`src/rtl/mem_seq_pkg.sv`:
```
// mem_seq_pkg: shared definitions for the RAM fill/clear/check sequencer.
//   OP_*     : two-bit command encodings carried on the op port.
//   state_e  : sequencer FSM states.
package mem_seq_pkg;

  localparam logic [1:0] OP_FILL  = 2'b00;
  localparam logic [1:0] OP_CLEAR = 2'b01;
  localparam logic [1:0] OP_CHECK = 2'b10;
  localparam logic [1:0] OP_NOP   = 2'b11;

  typedef enum logic [2:0] {
    IDLE,
    WRITE,
    READ,
    DRAIN,
    FIN
  } state_e;

endpackage

```
`src/rtl/mem_seq_checker.sv`:
```
// mem_seq_checker: read-back compare and error accumulation for CHECK.
//   clk_i        : clock
//   rst_i        : synchronous active-high reset
//   clear_i      : accepted command strobe, clears accumulated results
//   issue_vld_i  : a read address is being presented to the RAM this cycle
//   issue_addr_i : that read address
//   seed_i       : latched pattern offset
//   rd_data_i    : RAM read data (valid the cycle after the address is issued)
//   error_o      : sticky mismatch flag
//   err_count_o  : number of mismatches
//   err_addr_o   : address of the first mismatch
module mem_seq_checker #(
  parameter int unsigned ADDR_W = 8,
  parameter int unsigned DATA_W = 8
) (
  input  logic              clk_i,
  input  logic              rst_i,
  input  logic              clear_i,
  input  logic              issue_vld_i,
  input  logic [ADDR_W-1:0] issue_addr_i,
  input  logic [DATA_W-1:0] seed_i,
  input  logic [DATA_W-1:0] rd_data_i,
  output logic              error_o,
  output logic [ADDR_W:0]   err_count_o,
  output logic [ADDR_W-1:0] err_addr_o
);

  logic              pipe_vld_q;
  logic [ADDR_W-1:0] pipe_addr_q;
  logic              error_q, error_d;
  logic [ADDR_W:0]   count_q, count_d;
  logic [ADDR_W-1:0] addr_q, addr_d;
  logic [DATA_W-1:0] expected;
  logic              mismatch;

  // The RAM returns data one cycle after the address, so compare against the
  // address held in the delay stage.
  assign expected = DATA_W'(pipe_addr_q) + seed_i;
  assign mismatch = pipe_vld_q && (rd_data_i != expected);

  always_comb begin
    error_d = error_q;
    count_d = count_q;
    addr_d  = addr_q;
    if (clear_i) begin
      error_d = 1'b0;
      count_d = '0;
      addr_d  = '0;
    end else if (mismatch) begin
      error_d = 1'b1;
      count_d = count_q + 1'b1;
      if (!error_q) begin
        addr_d = pipe_addr_q;
      end
    end
  end

  always_ff @(posedge clk_i) begin
    if (rst_i) begin
      pipe_vld_q  <= 1'b0;
      pipe_addr_q <= '0;
      error_q     <= 1'b0;
      count_q     <= '0;
      addr_q      <= '0;
    end else begin
      pipe_vld_q  <= issue_vld_i;
      pipe_addr_q <= issue_addr_i;
      error_q     <= error_d;
      count_q     <= count_d;
      addr_q      <= addr_d;
    end
  end

  assign error_o     = error_q;
  assign err_count_o = count_q;
  assign err_addr_o  = addr_q;

endmodule

```
`src/rtl/mem_sequencer.sv`:
```
// mem_sequencer: drives a single-port synchronous RAM to fill it with
// (i + seed), clear it, or read it back and check it against the pattern.
//   clock, reset       : clock, synchronous active-high reset
//   start, op, seed    : command strobe, opcode and pattern offset
//   mem_q              : RAM read data
//   mem_address/data/wren : registered RAM drive
//   busy, done         : command in progress, one-cycle completion pulse
//   error, err_count, err_addr : CHECK results
module mem_sequencer
  import mem_seq_pkg::*;
#(
  parameter int unsigned ADDR_W = 8,
  parameter int unsigned DATA_W = 8
) (
  input  logic              clock,
  input  logic              reset,
  input  logic              start,
  input  logic [1:0]        op,
  input  logic [DATA_W-1:0] seed,
  input  logic [DATA_W-1:0] mem_q,
  output logic [ADDR_W-1:0] mem_address,
  output logic [DATA_W-1:0] mem_data,
  output logic              mem_wren,
  output logic              busy,
  output logic              done,
  output logic              error,
  output logic [ADDR_W:0]   err_count,
  output logic [ADDR_W-1:0] err_addr
);

  localparam logic [ADDR_W-1:0] LastAddr = '1;

  state_e            state_q, state_d;
  logic [ADDR_W-1:0] cnt_q, cnt_d;
  logic [1:0]        op_q, op_d;
  logic [DATA_W-1:0] seed_q, seed_d;
  logic              accept;

  logic [ADDR_W-1:0] addr_q, addr_d;
  logic [DATA_W-1:0] data_q, data_d;
  logic              wren_q, wren_d;
  logic              busy_q, busy_d;
  logic              done_q, done_d;

  // FIN is the done cycle and returns to IDLE on its closing edge, so a start
  // seen there is taken exactly as in IDLE (back-to-back commands).
  assign accept = start && ((state_q == IDLE) || (state_q == FIN));

  // State register
  always_ff @(posedge clock) begin
    if (reset) begin
      state_q <= IDLE;
      cnt_q   <= '0;
      op_q    <= OP_NOP;
      seed_q  <= '0;
      addr_q  <= '0;
      data_q  <= '0;
      wren_q  <= 1'b0;
      busy_q  <= 1'b0;
      done_q  <= 1'b0;
    end else begin
      state_q <= state_d;
      cnt_q   <= cnt_d;
      op_q    <= op_d;
      seed_q  <= seed_d;
      addr_q  <= addr_d;
      data_q  <= data_d;
      wren_q  <= wren_d;
      busy_q  <= busy_d;
      done_q  <= done_d;
    end
  end

  // Next state
  always_comb begin
    state_d = state_q;
    cnt_d   = cnt_q;
    op_d    = op_q;
    seed_d  = seed_q;
    if (accept) begin
      op_d   = op;
      seed_d = seed;
      cnt_d  = '0;
      case (op)
        OP_FILL, OP_CLEAR: state_d = WRITE;
        OP_CHECK:          state_d = READ;
        default:           state_d = FIN;
      endcase
    end else begin
      case (state_q)
        WRITE: begin
          if (cnt_q == LastAddr) state_d = FIN;
          else                   cnt_d   = cnt_q + 1'b1;
        end
        READ: begin
          if (cnt_q == LastAddr) state_d = DRAIN;
          else                   cnt_d   = cnt_q + 1'b1;
        end
        DRAIN:   state_d = FIN;
        FIN:     state_d = IDLE;
        default: state_d = state_q;
      endcase
    end
  end

  // Outputs are registered from the next state so they line up with state_q.
  always_comb begin
    wren_d = (state_d == WRITE);
    busy_d = (state_d == WRITE) || (state_d == READ) || (state_d == DRAIN);
    done_d = (state_d == FIN);
    addr_d = ((state_d == WRITE) || (state_d == READ)) ? cnt_d : '0;
    data_d = '0;
    if ((state_d == WRITE) && (op_d == OP_FILL)) begin
      data_d = DATA_W'(cnt_d) + seed_d;
    end
  end

  mem_seq_checker #(
    .ADDR_W(ADDR_W),
    .DATA_W(DATA_W)
  ) u_checker (
    .clk_i        (clock),
    .rst_i        (reset),
    .clear_i      (accept),
    .issue_vld_i  (state_q == READ),
    .issue_addr_i (addr_q),
    .seed_i       (seed_q),
    .rd_data_i    (mem_q),
    .error_o      (error),
    .err_count_o  (err_count),
    .err_addr_o   (err_addr)
  );

  assign mem_address = addr_q;
  assign mem_data    = data_q;
  assign mem_wren    = wren_q;
  assign busy        = busy_q;
  assign done        = done_q;

endmodule

```
`config.mk`:
```
export PLATFORM = sky130hd
export DESIGN_NAME = mem_sequencer
export DESIGN_NICKNAME = d
export VERILOG_FILES = /design/src/rtl/mem_seq_pkg.sv /design/src/rtl/mem_seq_checker.sv /design/src/rtl/mem_sequencer.sv
export SDC_FILE = /design/constraint.sdc
export NUM_CORES = 1
export LEC_CHECK = 0
export CAP_MARGIN = 10
export CORE_AREA = 4 4 92 94
export CTS_CLUSTER_DIAMETER = 60
export CTS_CLUSTER_SIZE = 24
export DETAILED_ROUTE_END_ITERATION = 8
export DIE_AREA = 0 0 96 98
export GPL_TIMING_DRIVEN = 0
export PLACE_DENSITY = 0.67
export SLEW_MARGIN = 15
export SYNTH_ARGS = -nofsm -noshare
export SYNTH_HDL_FRONTEND = slang
export SYNTH_SLANG_ARGS = --single-unit
```
`constraint.sdc`:
```
create_clock -name clock -period 3.95 [get_ports clock]
set_input_delay 0.79 -clock clock [delete_from_list [all_inputs] [get_ports clock]]
set_output_delay 0.79 -clock clock [all_outputs]
set_load 0.01 [all_outputs]
```
==> results.toml, run 1 <==
[critical_path]
r2r-start = "cnt_q[0]"
path_cells = "clkdlybuf4s50_1 -> or3b_1 -> buf_2 -> clkbuf_1 -> nand2_1 -> nand2_1 -> ha_1 -> fa_1 -> a21o_1 -> a21oi_2 -> nor3_1 -> nor2_1 -> o311ai_2 -> xnor2_1 -> nor2_1"
worst-path-max-fanout = 10
reg2reg_depth = 14
cp-end-kind = "flop"
cp-start-kind = "primary input"
reg2reg_slack_ns = 0.50
critical_path_depth = 15
worst_r2r_endpoint = "mem_data[7]"
required_ns = 4.20
critPathMaxStageDelay_ns = 0.51
arrival_ns = 4.03
crit_path_end = "mem_data[6]"
critical_path.top_delay_family = "buffers and inverters"
startpoint = "start"
critPathSlowestCell = "clkdlybuf4s50_1"
crit_type = "in -> reg"
path_buf_inv = 3

[logic_synthesis]
synth_xor_area_share_pct = 7.306
synth-adder-area-share_pct = 6.819
seq_area_frac_synth_pct = 40.16
yosys.area.top_type = "dfxtp_1"
synth_top_area_share_pct = 40.16
avgSynthCellArea_um2 = 8.742
ys_warn_count = 0
synth_nets = 420
synth_edf_count = 0
synth_ff_type = "dfxtp_1"
synth_top_family_by_area = "simple AND/OR/NAND/NOR gates"
ys_types = 58
yosys_register_bits = 67
yosys-top-cells-area = "dfxtp_1, ha_1, xnor2_1, nand2_1, a21oi_1"
muxShareOfSynthArea_pct = 1.236
synth-simple-area-share_pct = 23.98
synth-compound-area-share_pct = 16.75
synth_cells = 382
synth_area_um2 = 3339
synth_async_sr_flop_share_pct = 0

[timing]
clock_skew_ns = 0.01312
fmax_mhz = 264.9
tightest_slew_ns = 0.5835
min_period_ns = 3.775
slew_headroom_pct = 61.10
rsz0062_at_grt = "true"
finalSetupTns_ns = 0
maxSlewViolCount = 0
finalHoldViolCount = 0
finalWorstSetupSlack_ns = 0.1753
setup_viol = 0
fin_crit_sh_pct = 95.56
holdWs_ns = 0.4651

[drt]
vias = 2918
drt_iter0_markers = 75
ant_nets = 0
vias_per_cell = 5.239
wl_per_cell_um = 14.65
routed_wl_mm = 8.162
drc = 0
drt-pass1-iter-count = 4

[worst_hold_path]
hold_path.class = "reg -> reg"

[final_layout]
ff_latch_area_um2 = 1341
multi_input_area_um2 = 1877
utilization_pct = 56.10
layout_commonest_cell = "dfxtp_1"
area_growth_pct = 28.47
drive_above_1_share_pct = 9.231
mostFrequentLayoutCells = "dfxtp_1, clkdlybuf4s50_1, nand2_1"
fin_cells = 557
fillerInstances = 690
design_area_um2 = 4290
diodes = 0
final_net_count = 488

[power]
p_clk_share_pct = 44.4
peakVddDrop_mv = 0.2103
leakagePower_nw = 1.664
p_comb_share_pct = 12.6
power_density_nw_per_um2 = 380.2
switching_power_mw = 0.4275
p_int_mw = 1.204
switching_share_pct = 26.21
totalPowerFinal_mw = 1.631
power_frac_seq_pct = 43.0

[global_route]
grt_pass1_vias = 2838
grt_max_degree = 14
gr-usage-all-layers_pct = 18.13
met2_usage_pct = 29.53
grt_pass1_wl_mm = 13.21
top_usage_layer = "met2"
antenna_found_initial = 0
grt_overflow_total = 0
grt_use_met3_pct = 4.083
grt.met1_usage_pct = 22.58

[clock_network]
clkLatencyLatePin_ns = 0.36
clock_sinks = 67
h-tree-depth = 3
clkTransAtPathRegs_ns = 0.09
post-cts-setup-buffers = 0
clockBufferDepth = 2
root_buffer = "clkbuf_8"
cts_buffers = 9
cts_tree = "built"

[floorplanning]
pin_count = 58
fp.dieW_um = 96
dieArea_um2 = 9408
core_area_um2 = 7647
num_rows = 32
chipHeight_um = 98
start_util_pct = 43.67

[place]
place_congestion = 0.9073
post-place-ws_ns = -0.3135
io_buffers = 57
hpwl_mm = 6.168
dp_cells = 541
placed_area_um2 = 4038

[run_status]
status = "completed"

[job]
max_cap_viol_count = 0
==> state kept, by name (all words and copies together), names as in the netlist <==
name and count:
u_checker.err_count_o 9, cnt_q 8, mem_address 8, mem_data 8
seed_q 8, u_checker.err_addr_o 8, u_checker.pipe_addr_q 8, state_q 3
op_q 2, busy 1, done 1, mem_wren 1
u_checker.error_o 1, u_checker.pipe_vld_q 1
==> final cells by class <==
class	count	area share, %
multi-input cells	288	43.74
flip-flops and latches	67	31.26
repair buffers	57	13.30
well taps	102	2.975
clock buffers	9	2.887
clock inverters	7	2.887
plain buffers	16	1.983
inverters	11	0.9624
==> per-layer routing <==
| layer | wire [µm] | part of all wire [%] |
|---|---|---|
| met5 | 0 | 0 |
| met4 | 179 | 2.2 |
| met3 | 388 | 4.8 |
| met2 | 3930 | 48 |
| met1 | 3664 | 45 |
==> cells in the mapped netlist (3+ instances only) <==
library cell / instances
a21o_1: 6
and2_1: 5
nor3_1: 9
nand4_1: 3
and3_1: 3
xnor2_1: 21
clkbuf_1: 7
nor4_1: 4
nand3_1: 17
nand2b_1: 9
o21bai_1: 3
o21ai_1: 16
nand2_1: 44
nor2b_1: 9
ha_1: 15
a21oi_1: 31
o21ai_0: 5
inv_1: 10
dfxtp_1: 67
buf_2: 4
nor2_1: 32
mux2i_1: 3
or3_1: 10
or2_2: 3
buf_4: 3
xor2_1: 5
==> kinds of logic after synthesis <==
kind of cell	after synthesis
compound gates	83
xor+xnor	27
fa+ha+maj	17
buf+inv	27
flops	67
mux	4
simple gates	157
==> worst min-delay path by stage <==
| stage | startpoint | end | cells after the start |
|---|---|---|---|
| 2_1_floorplan | op_q[0] | op_q[0] | 2 |
| 3_3_place_gp | mem_address[4] | u_checker.pipe_addr_q[4] | 1 |
| 6_report | mem_address[4] | u_checker.pipe_addr_q[4] | 1 |
| 5_1_grt | mem_address[4] | u_checker.pipe_addr_q[4] | 1 |
| 4_1_cts | mem_address[2] | u_checker.pipe_addr_q[2] | 1 |
| 3_5_place_dp | mem_address[2] | u_checker.pipe_addr_q[2] | 1 |
==> timing repair <==
item,CTS,global route
resized for setup,0,3
endpoints found under the setup margin,0,3
hold endpoints to repair,0,0
hold buffers,0,0
==> power by group through the flow <==
stage,clock [mW],sequential (mW),combinational (mW)
floorplan,0,0.717,0.135
global placement,0,0.717,0.201
detailed placement,0,0.718,0.204
CTS,0.731,0.702,0.206
global route,0.763,0.704,0.226
finish,0.724,0.702,0.206
No activity file was read; power rests on OpenSTA's default activity.
==> run 2: changes to the inputs <==
- PLACE_DENSITY: 0.67 -> 0.66
==> results.toml, run 2 (synthesis gave the netlist of run 1 again) <==
[run_status]
status = "completed"

[clock_network]
clockBufferDepth = 2
root_buffer = "clkbuf_8"
clkTransAtPathRegs_ns = 0.09
clkLatencyLatePin_ns = 0.35
clock_sinks = 67
h-tree-depth = 3
post-cts-setup-buffers = 0
hold_buffers = 0
cts_buffers = 9
cts_tree = "built"

[global_route]
grt_pass1_vias = 2674
grt_use_met3_pct = 3.390
grt_pass1_wl_mm = 12.96
grt.met1_usage_pct = 22.48
antenna_found_initial = 0
top_usage_layer = "met2"
met2_usage_pct = 29.21
grt_overflow_total = 0
grt_max_degree = 14
gr-usage-all-layers_pct = 17.45

[critical_path]
crit_type = "in -> reg"
critPathSlowestCell = "clkdlybuf4s50_1"
startpoint = "start"
required_ns = 4.19
worst_r2r_endpoint = "mem_data[7]"
critPathMaxStageDelay_ns = 0.52
r2r-start = "cnt_q[0]"
cpMostUsedCell = "nand2_1"
worst-path-max-fanout = 10
critical_path.top_delay_family = "compound AO/OA/AOI/OAI gates"
reg2reg_depth = 14
path_buf_inv = 3
cp-end-kind = "flop"
reg2reg_slack_ns = 0.47
crit_path_end = "mem_data[7]"
cp-start-kind = "primary input"
arrival_ns = 3.93
path_cells = "clkdlybuf4s50_1 -> nor3b_1 -> buf_2 -> clkbuf_2 -> nand2_1 -> nand2_1 -> ha_1 -> a21o_1 -> a21o_1 -> a21oi_1 -> a21oi_1 -> o21bai_1 -> o21a_1 -> nand2_1"
critical_path_depth = 14

[final_layout]
multi_input_area_um2 = 1877
diodes = 0
layout_commonest_cell = "dfxtp_1"
design_area_um2 = 4292
mostFrequentLayoutCells = "dfxtp_1, clkdlybuf4s50_1, nand2_1"
drive_above_1_share_pct = 9.451
largest_reg_flops = 9
fillerInstances = 712
ff_latch_area_um2 = 1341
final_net_count = 488
area_growth_pct = 28.51

[worst_hold_path]
min_path_cells = 1
hold_path.class = "reg -> reg"

[drt]
vias = 2863
wl_per_cell_um = 14.21
vias_per_cell = 5.140
ant_nets = 0
drc = 0
drt-pass1-iter-count = 6
drt_iter0_markers = 77
routed_wl_mm = 7.913

[floorplanning]
pin_count = 58
core_area_um2 = 7647
fp.dieW_um = 96
dieArea_um2 = 9408
start_util_pct = 43.67
chipHeight_um = 98
num_rows = 32

[timing]
finalWorstSetupSlack_ns = 0.2646
tightest_slew_ns = 0.5726
clock_skew_ns = 0.008647
finalHoldViolCount = 0
finalSetupTns_ns = 0
rsz0062_at_grt = "false"
slew_headroom_pct = 61.83
fin_crit_sh_pct = 93.30
fmax_mhz = 271.3
min_period_ns = 3.685
setup_viol = 0
maxSlewViolCount = 0

[power]
power_density_nw_per_um2 = 377.8
leakagePower_nw = 1.667
peakVddDrop_mv = 0.2507
switching_power_mw = 0.4175
switching_share_pct = 25.75
p_comb_share_pct = 12.6
p_clk_share_pct = 44.1
p_int_mw = 1.204
power_frac_seq_pct = 43.3

[place]
post-place-ws_ns = -0.3081
hpwl_mm = 5.988
placed_area_um2 = 4038
io_buffers = 57
place_congestion = 0.9536

[job]
max_cap_viol_count = 0
run 2: cell types whose count changed in the layout (fill, tap and decap cells not counted):
cell,previous run,this run
clkbuf_2,1,2
clkbuf_1,6,5
run 2: worst min path at each step:
stage	start	end	slack, ns
floorplan	op_q[0]	op_q[0]	0.46
global placement	mem_address[7]	u_checker.pipe_addr_q[7]	0.46
detailed placement	mem_address[7]	u_checker.pipe_addr_q[7]	0.46
CTS	mem_address[7]	u_checker.pipe_addr_q[7]	0.46
global route	mem_address[6]	u_checker.pipe_addr_q[6]	0.47
finish	mem_address[7]	u_checker.pipe_addr_q[7]	0.46
run 2: area by class of cell:
cell class              instances  share of cell area, %
plain buffers                  16                  2.012
flip-flops and latches         67                  31.25
clock inverters                 7                  2.886
well taps                     102                  2.974
repair buffers                 57                  13.29
multi-input cells             288                  43.73
clock buffers                   9                  2.886
inverters                      11                 0.9621
run 2: power by group through the flow:
stage | registers [mW] | logic, mW | clock network (mW)
after floorplan | 0.717 | 0.135 | 0
after global placement | 0.717 | 0.201 | 0
after detailed placement | 0.717 | 0.203 | 0
after CTS | 0.701 | 0.204 | 0.725
after global routing | 0.703 | 0.225 | 0.754
final | 0.701 | 0.205 | 0.715
run 2: metal layers:
metal  vias to the layer above  part of all wire, %
met5                         -                    0
met4                         0                  1.3
met3                        11                  3.7
met2                        46                   49
met1                      1333                   46
li1                       1473                    -
run 2: metrics by stage:
stage          util, %  total power, mW  hold slack [ns]  instances
6_report         56.12            1.621           0.4616        557
5_1_grt          56.12            1.682           0.4717        557
4_1_cts          56.04            1.631           0.4630        557
3_5_place_dp     52.80           0.9200           0.4597        541
3_3_place_gp     52.80           0.9175           0.4597        541
2_1_floorplan        -           0.8521           0.4622        382
run 2: timing repair:
| action | CTS | global route |
|---|---|---|
| gates resized for setup | 0 | 5 |
| hold endpoints to repair | 0 | 0 |
| endpoints found under the setup margin | 0 | 3 |
